<file path="src/rtl/t03_wishbone_arbiter_manager.sv">
// Round-robin Wishbone classic master shared by NUM_CH requesters, one transaction in flight.
// Optional bus watchdog abort enabled with `define T03_WB_TIMEOUT_EN.
module t03_wishbone_arbiter_manager #(
    parameter int NUM_CH      = 2,
    parameter int AW          = 32,
    parameter int DW          = 32,
    parameter int TIMEOUT_CYC = 256,
    localparam int SW         = DW / 8,
    localparam int GW         = (NUM_CH > 1) ? $clog2(NUM_CH) : 1
) (
    input  logic                 CLK,
    input  logic                 nRST,
    input  logic [NUM_CH-1:0]    WRITE_I,
    input  logic [NUM_CH-1:0]    READ_I,
    input  logic [NUM_CH*AW-1:0] ADR_I,
    input  logic [NUM_CH*DW-1:0] CPU_DAT_I,
    input  logic [NUM_CH*SW-1:0] SEL_I,
    output logic [NUM_CH*DW-1:0] CPU_DAT_O,
    output logic [NUM_CH-1:0]    BUSY_O,
    output logic [NUM_CH-1:0]    DONE_O,
    output logic [NUM_CH-1:0]    ERR_O,
    output logic [GW-1:0]        GNT_O,
    output logic [AW-1:0]        ADR_O,
    output logic [DW-1:0]        DAT_O,
    output logic [SW-1:0]        SEL_O,
    output logic                 WE_O,
    output logic                 STB_O,
    output logic                 CYC_O,
    input  logic [DW-1:0]        DAT_I,
    input  logic                 ACK_I
);

    typedef enum logic {
        IDLE,
        BUS
    } state_e;

    state_e              state_q;
    logic [GW-1:0]       lastGrant_q;
    logic [GW-1:0]       gnt_q;
    logic [AW-1:0]       adr_q;
    logic [DW-1:0]       dat_q;
    logic [SW-1:0]       sel_q;
    logic                we_q;
    logic                cyc_q;
    logic [NUM_CH-1:0]   busy_q;
    logic [NUM_CH-1:0]   done_q;
    logic [NUM_CH*DW-1:0] rdata_q;

    logic [NUM_CH-1:0]   reqValid_d;
    logic                hiFound_d;
    logic                loFound_d;
    logic [GW-1:0]       hiIdx_d;
    logic [GW-1:0]       loIdx_d;
    logic                anyReq_d;
    logic [GW-1:0]       pick_d;
    logic [NUM_CH-1:0]   pickOh_d;
    logic [AW-1:0]       pickAdr_d;
    logic [DW-1:0]       pickDat_d;
    logic [SW-1:0]       pickSel_d;
    logic                pickWe_d;

`ifdef T03_WB_TIMEOUT_EN
    localparam int CW = $clog2(TIMEOUT_CYC + 1);
    localparam int BADREPS = DW / 32 + 1;
    localparam logic [BADREPS*32-1:0] BADREP = {BADREPS{32'hBAD1BAD1}};
    localparam logic [DW-1:0] BADVAL = BADREP[DW-1:0];

    logic [CW-1:0]       tmoCnt_q;
    logic [NUM_CH-1:0]   err_q;
`endif

    // A channel that is being told DONE this cycle must not be re-granted on the same request.
    assign reqValid_d = (WRITE_I ^ READ_I) & ~done_q;

    // Round-robin: prefer channels above the last grant, otherwise wrap to the lowest requester.
    always_comb begin
        hiFound_d = 1'b0;
        loFound_d = 1'b0;
        hiIdx_d   = '0;
        loIdx_d   = '0;
        for (int c = 0; c < NUM_CH; c++) begin
            if (reqValid_d[c]) begin
                if (GW'(c) > lastGrant_q) begin
                    if (!hiFound_d) begin
                        hiFound_d = 1'b1;
                        hiIdx_d   = GW'(c);
                    end
                end else if (!loFound_d) begin
                    loFound_d = 1'b1;
                    loIdx_d   = GW'(c);
                end
            end
        end
        anyReq_d = hiFound_d | loFound_d;
        pick_d   = hiFound_d ? hiIdx_d : loIdx_d;
    end

    always_comb begin
        pickOh_d  = '0;
        pickAdr_d = '0;
        pickDat_d = '0;
        pickSel_d = '0;
        pickWe_d  = 1'b0;
        for (int c = 0; c < NUM_CH; c++) begin
            if (GW'(c) == pick_d) begin
                pickOh_d[c] = 1'b1;
                pickAdr_d   = ADR_I[c*AW +: AW];
                pickSel_d   = SEL_I[c*SW +: SW];
                pickWe_d    = WRITE_I[c];
                pickDat_d   = WRITE_I[c] ? CPU_DAT_I[c*DW +: DW] : '0;
            end
        end
    end

    always_ff @(posedge CLK or negedge nRST) begin
        if (!nRST) begin
            state_q     <= IDLE;
            lastGrant_q <= GW'(NUM_CH - 1);
            gnt_q       <= '0;
            adr_q       <= '0;
            dat_q       <= '0;
            sel_q       <= '0;
            we_q        <= 1'b0;
            cyc_q       <= 1'b0;
            busy_q      <= '0;
            done_q      <= '0;
            rdata_q     <= '0;
`ifdef T03_WB_TIMEOUT_EN
            tmoCnt_q    <= '0;
            err_q       <= '0;
`endif
        end else begin
            done_q <= '0;
`ifdef T03_WB_TIMEOUT_EN
            err_q  <= '0;
`endif
            case (state_q)
                IDLE: begin
                    if (anyReq_d) begin
                        state_q     <= BUS;
                        gnt_q       <= pick_d;
                        lastGrant_q <= pick_d;
                        adr_q       <= pickAdr_d;
                        dat_q       <= pickDat_d;
                        sel_q       <= pickSel_d;
                        we_q        <= pickWe_d;
                        cyc_q       <= 1'b1;
                        busy_q      <= pickOh_d;
`ifdef T03_WB_TIMEOUT_EN
                        tmoCnt_q    <= '0;
`endif
                    end
                end
                BUS: begin
                    if (ACK_I) begin
                        state_q <= IDLE;
                        adr_q   <= '0;
                        dat_q   <= '0;
                        sel_q   <= '0;
                        we_q    <= 1'b0;
                        cyc_q   <= 1'b0;
                        busy_q  <= '0;
                        done_q  <= busy_q;
                        for (int c = 0; c < NUM_CH; c++) begin
                            if (busy_q[c] && !we_q) begin
                                rdata_q[c*DW +: DW] <= DAT_I;
                            end
                        end
                    end
`ifdef T03_WB_TIMEOUT_EN
                    // Abort once the limit cycle passes with no ACK; a late ACK above still wins.
                    else if (tmoCnt_q == CW'(TIMEOUT_CYC - 1)) begin
                        state_q <= IDLE;
                        adr_q   <= '0;
                        dat_q   <= '0;
                        sel_q   <= '0;
                        we_q    <= 1'b0;
                        cyc_q   <= 1'b0;
                        busy_q  <= '0;
                        done_q  <= busy_q;
                        err_q   <= busy_q;
                        for (int c = 0; c < NUM_CH; c++) begin
                            if (busy_q[c] && !we_q) begin
                                rdata_q[c*DW +: DW] <= BADVAL;
                            end
                        end
                    end else begin
                        tmoCnt_q <= tmoCnt_q + 1'b1;
                    end
`endif
                end
                default: state_q <= IDLE;
            endcase
        end
    end

    assign CPU_DAT_O = rdata_q;
    assign BUSY_O    = busy_q;
    assign DONE_O    = done_q;
    assign GNT_O     = gnt_q;
    assign ADR_O     = adr_q;
    assign DAT_O     = dat_q;
    assign SEL_O     = sel_q;
    assign WE_O      = we_q;
    assign STB_O     = cyc_q;
    assign CYC_O     = cyc_q;
`ifdef T03_WB_TIMEOUT_EN
    assign ERR_O     = err_q;
`else
    assign ERR_O     = '0;
`endif

endmodule
</file>
<file path="config.mk">
export PLATFORM = sky130hd
export DESIGN_NAME = t03_wishbone_arbiter_manager
export DESIGN_NICKNAME = d
export VERILOG_FILES = /design/src/rtl/t03_wishbone_arbiter_manager.sv
export SDC_FILE = /design/constraint.sdc
export NUM_CORES = 1
export LEC_CHECK = 0
export BUFFER_PORTS_ARGS = -buffer_cell sky130_fd_sc_hd__buf_2
export CORE_ASPECT_RATIO = 1.5
export CORE_MARGIN = 2
export CORE_UTILIZATION = 29
export CTS_BUF_LIST = sky130_fd_sc_hd__clkbuf_4
export CTS_CLUSTER_SIZE = 25
export DETAILED_ROUTE_END_ITERATION = 16
export HOLD_SLACK_MARGIN = 0.06
export PLACE_DENSITY = 0.53
export SLEW_MARGIN = 40
export SYNTH_ARGS = -nofsm -noshare
export SYNTH_HDL_FRONTEND = slang
export SYNTH_SLANG_ARGS = --single-unit
</file>
<file path="constraint.sdc">
create_clock -name CLK -period 3.4 [get_ports CLK]
set_input_delay 0.51 -clock CLK [delete_from_list [all_inputs] [get_ports CLK]]
set_output_delay 0.51 -clock CLK [all_outputs]
set_load 0.005 [all_outputs]
</file>
==> flow_summary_export.csv <==
group,metric,value,unit
grt,grt_usage,16.2,%
logic_synthesis,portion_of_the_post_synthesis_area_used_by_sequential_elements,59.5,%
timing,setup_tns,0,ns
timing,timing.final.crit_share,69.4,%
logic_synthesis,netlist_area,5930,um2
timing,hold_violations,0,
hold_path,hold_path_class,"in -> reg",
placement,routability_driven_placement_congestion_ratio,0.751,
timing,max_slew.worst_pin.slew,0.685,ns
floorplan,rows,64,
timing,timing.hold.ws,0.201,ns
placement,placed_wire_length_estimate,13.1,mm
power,leakage,0.00412,uW
critical_path,path_delay_family,"multiplexers",
grt,grt.busiest_layer,"met2",
job,max_cap_violations,0,
hold_path,min-delay-start,"ADR_I[28]",
timing,max_slew_margin,54.3,%
hold_path,whs_path_depth,2,
clock_tree,numCtsBuffers,17,
timing,grt_setup_unrepaired,"false",
finish,multi_input_comb_area,2220,um2
power,ir_drop,0.345,mV
finish,final_net_count,896,
clock_tree,clock_tree.buffer_depth,2,
logic_synthesis,synth_cell_types,35,
logic_synthesis,async_flop_share,100,%
grt,use_met3,5.15,%
clock_tree,cts_resized,0,
critical_path,critPathSlowestCell,"mux2i_4",
critical_path,crit-reg2reg-launch,"state_q",
route,drt_wl_total,17.7,mm
timing,slew_violations,0,
critical_path,timing.critical_path.required,3.80,ns
grt,grt_first_pass_wirelength,26.7,mm
grt,vias_in_the_first_global_route,5043,
clock_tree,clock_sink_count,141,
logic_synthesis,post_synth.cell_area_avg,14.5,um2
clock_tree,cts-htree-levels,4,
timing,finalCriticalPeriod,2.36,ns
finish,area.sequential,3530,um2
critical_path,crit_path_start_kind,"flop",
hold_path,worst_hold_path.endpoint,"ADR_O[28]",
run_status,status,"finished, final reports clean",
finish,fill_cells,2009,
route,wl_per_cell,17.8,um
grt,grt_use_met1,17.4,%
logic_synthesis,yosys_register_bits,141,
finish,fraction_of_layout_cells_with_a_size_suffix_above_1,62.3,%
critical_path,crit_chain,"inv_2 -> mux2i_4 -> buf_12 -> mux2_2",
critical_path,cp_max_fo,65,
critical_path,critPathArrivalTime,2.76,ns
clock_tree,worst_skew_pair.late_latency,0.53,ns
power,p_per_area,705,nW/um2
critical_path,critical_path.reg2reg.endpoint,"ADR_O[25]",
finish,areaGrowthSynthToFinish,36.7,%
placement,pre_cts_ws,1.01,ns
route,post_drt_via_cell_ratio,4.87,
floorplan,start_util,29.3,%
timing,final.setup.worst_slack,1.04,ns
route,total_number_of_vias,4865,
floorplan,vertical_die_dimension,179,um
critical_path,r2r_setup_slack,1.04,ns
route,antenna_violating_nets_post_route,0,
floorplan,chipWidth,121,um
grt,grt_start_max_net_pins,68,
timing,fin_skew,0.0284,ns
critical_path,critical_path_buf_inv_count,2,
clock_tree,clk_pin_slew,0.14,ns
critical_path,critPathKind,"reg -> reg",
floorplan,core_region_area,20300,um2
timing,timing.final.setup_violations,0,
route,initialDrtViolationCount,172,
critical_path,critPathMaxStageDelay,0.52,ns
logic_synthesis,syn_inst,410,
critical_path,worst-r2r-cell-count,4,
route,first_pass_iters,5,
floorplan,num_io_pins,317,
route,drc_errors,0,
grt,grt_antenna_before_repair,2,
timing,max_freq,424,MHz
placement,placement.io_buffers,314,
clock_tree,cts_tree,"yes",
finish,finish.utilization,40.0,%
logic_synthesis,postSynth.topFlopCell,"dfrtp_1",
clock_tree,cts.root.buffer_cell,"clkbuf_4",
logic_synthesis,yosysWarningCount,0,
grt,overflow,0,
grt,grtUsageMet2,29.1,%
floorplan,die-area,21600,um2
critical_path,end_kind,"flop",
logic_synthesis,synth-edff-count,0,
[power by group]
group	total [uW]	switching [uW]	internal, uW
sequential	2590	318	2270
clock	1190	658	533
combinational	1940	874	1060
total	5720	1850	3870
[layout by cell type, fill, tap and decap left out, types with 2 or more instances in the layout]
master	Yosys	layout
nor2_1	4	4
a221o_1	6	6
buf_2	1	313
mux2_2	94	94
conb_1	1	2
clkinv_4	0	2
and2_1	6	6
clkinvlp_4	0	2
and3_1	2	2
nand2b_1	2	2
buf_4	9	8
o2bb2ai_1	33	33
nand2_1	4	4
a32o_1	30	30
bufinv_16	0	3
a22oi_1	32	32
inv_6	0	6
a21o_1	4	4
dfrtp_1	140	140
buf_12	0	3
clkbuf_4	0	18
[worst max path at each step]
| stage | start | endpoint | slack (ns) | cells past startpoint |
|---|---|---|---|---|
| after global routing | state_q | ADR_O[25] | 0.90 | 4 |
| after floorplan | READ_I[1] | ADR_O[10] | 1.58 | 5 |
| final | state_q | ADR_O[25] | 1.04 | 4 |
| after detailed placement | READ_I[1] | ADR_O[8] | 1.01 | 6 |
| after global placement | READ_I[1] | ADR_O[2] | 1.06 | 6 |
| after CTS | state_q | ADR_O[25] | 1.03 | 4 |
[area by class of cell]
cell class	count	share of cell area [%]
well taps	264	4.07
flip-flops and latches	141	43.5
inverters	2	0.0926
repair buffers	326	21.1
diodes	1	0.0309
multi-input cells	233	27.3
clock inverters	14	2.22
clock buffers	18	1.67
[metrics by stage]
step,instances,total power [uW],cell area [um2]
2_1_floorplan,411,3560,5930
3_3_place_gp,965,4530,7780
3_5_place_dp,965,4600,7780
4_1_cts,998,5820,8110
5_1_grt,999,6120,8110
6_report,999,5720,8110
[logic make-up after synthesis]
logic type / count (synthesis) / synth area share [%]
compound gates: 112 / 16.6
xor+xnor: 3 / 0.570
buf+inv: 37 / 3.19
flops: 141 / 59.5
mux: 95 / 18.2
other cells: 1 / 0.0632
simple gates: 21 / 1.88
[routing by layer]
layer  part of all wire, %  up-vias  wire [um]
li1                      -     2201          -
met4                   2.3        2        414
met3                   7.7       26       1370
met2                    53      223       9360
met1                    37     2413       6580
met5                 0.090        -         16
[flip-flops by register name (all words and copies together), names as in the netlist]
signal	flops
lastGrant_q	1
BUSY_O	2
ADR_O	32
state_q	1
SEL_O	4
GNT_O	1
CYC_O	1
CPU_DAT_O	64
DONE_O	2
WE_O	1
DAT_O	32
[Yosys cell counts, drive strengths merged (2+ instances only)]
cell     instances  area [um2]
a21o             4        30.0
a221o            6        60.1
a22oi           32         240
a32o            30         300
and2             6        37.5
and3             2        12.5
buf             18         118
clkbuf          17        63.8
dfrtp          140        3500
inv              2        7.50
mux2            94        1060
nand2            4        15.0
nand2b           2        12.5
nor2             4        15.0
o2bb2ai         33         289
xnor2            2        25.0
[timing repair]
action / 4_1_cts / 5_1_grt
endpoints found under the hold margin: 64 / 0
buffers inserted: 0 / 0
hold buffers: 1 / 0
setup endpoints to repair: 0 / 0
No activity file was read; power rests on OpenSTA's default activity.
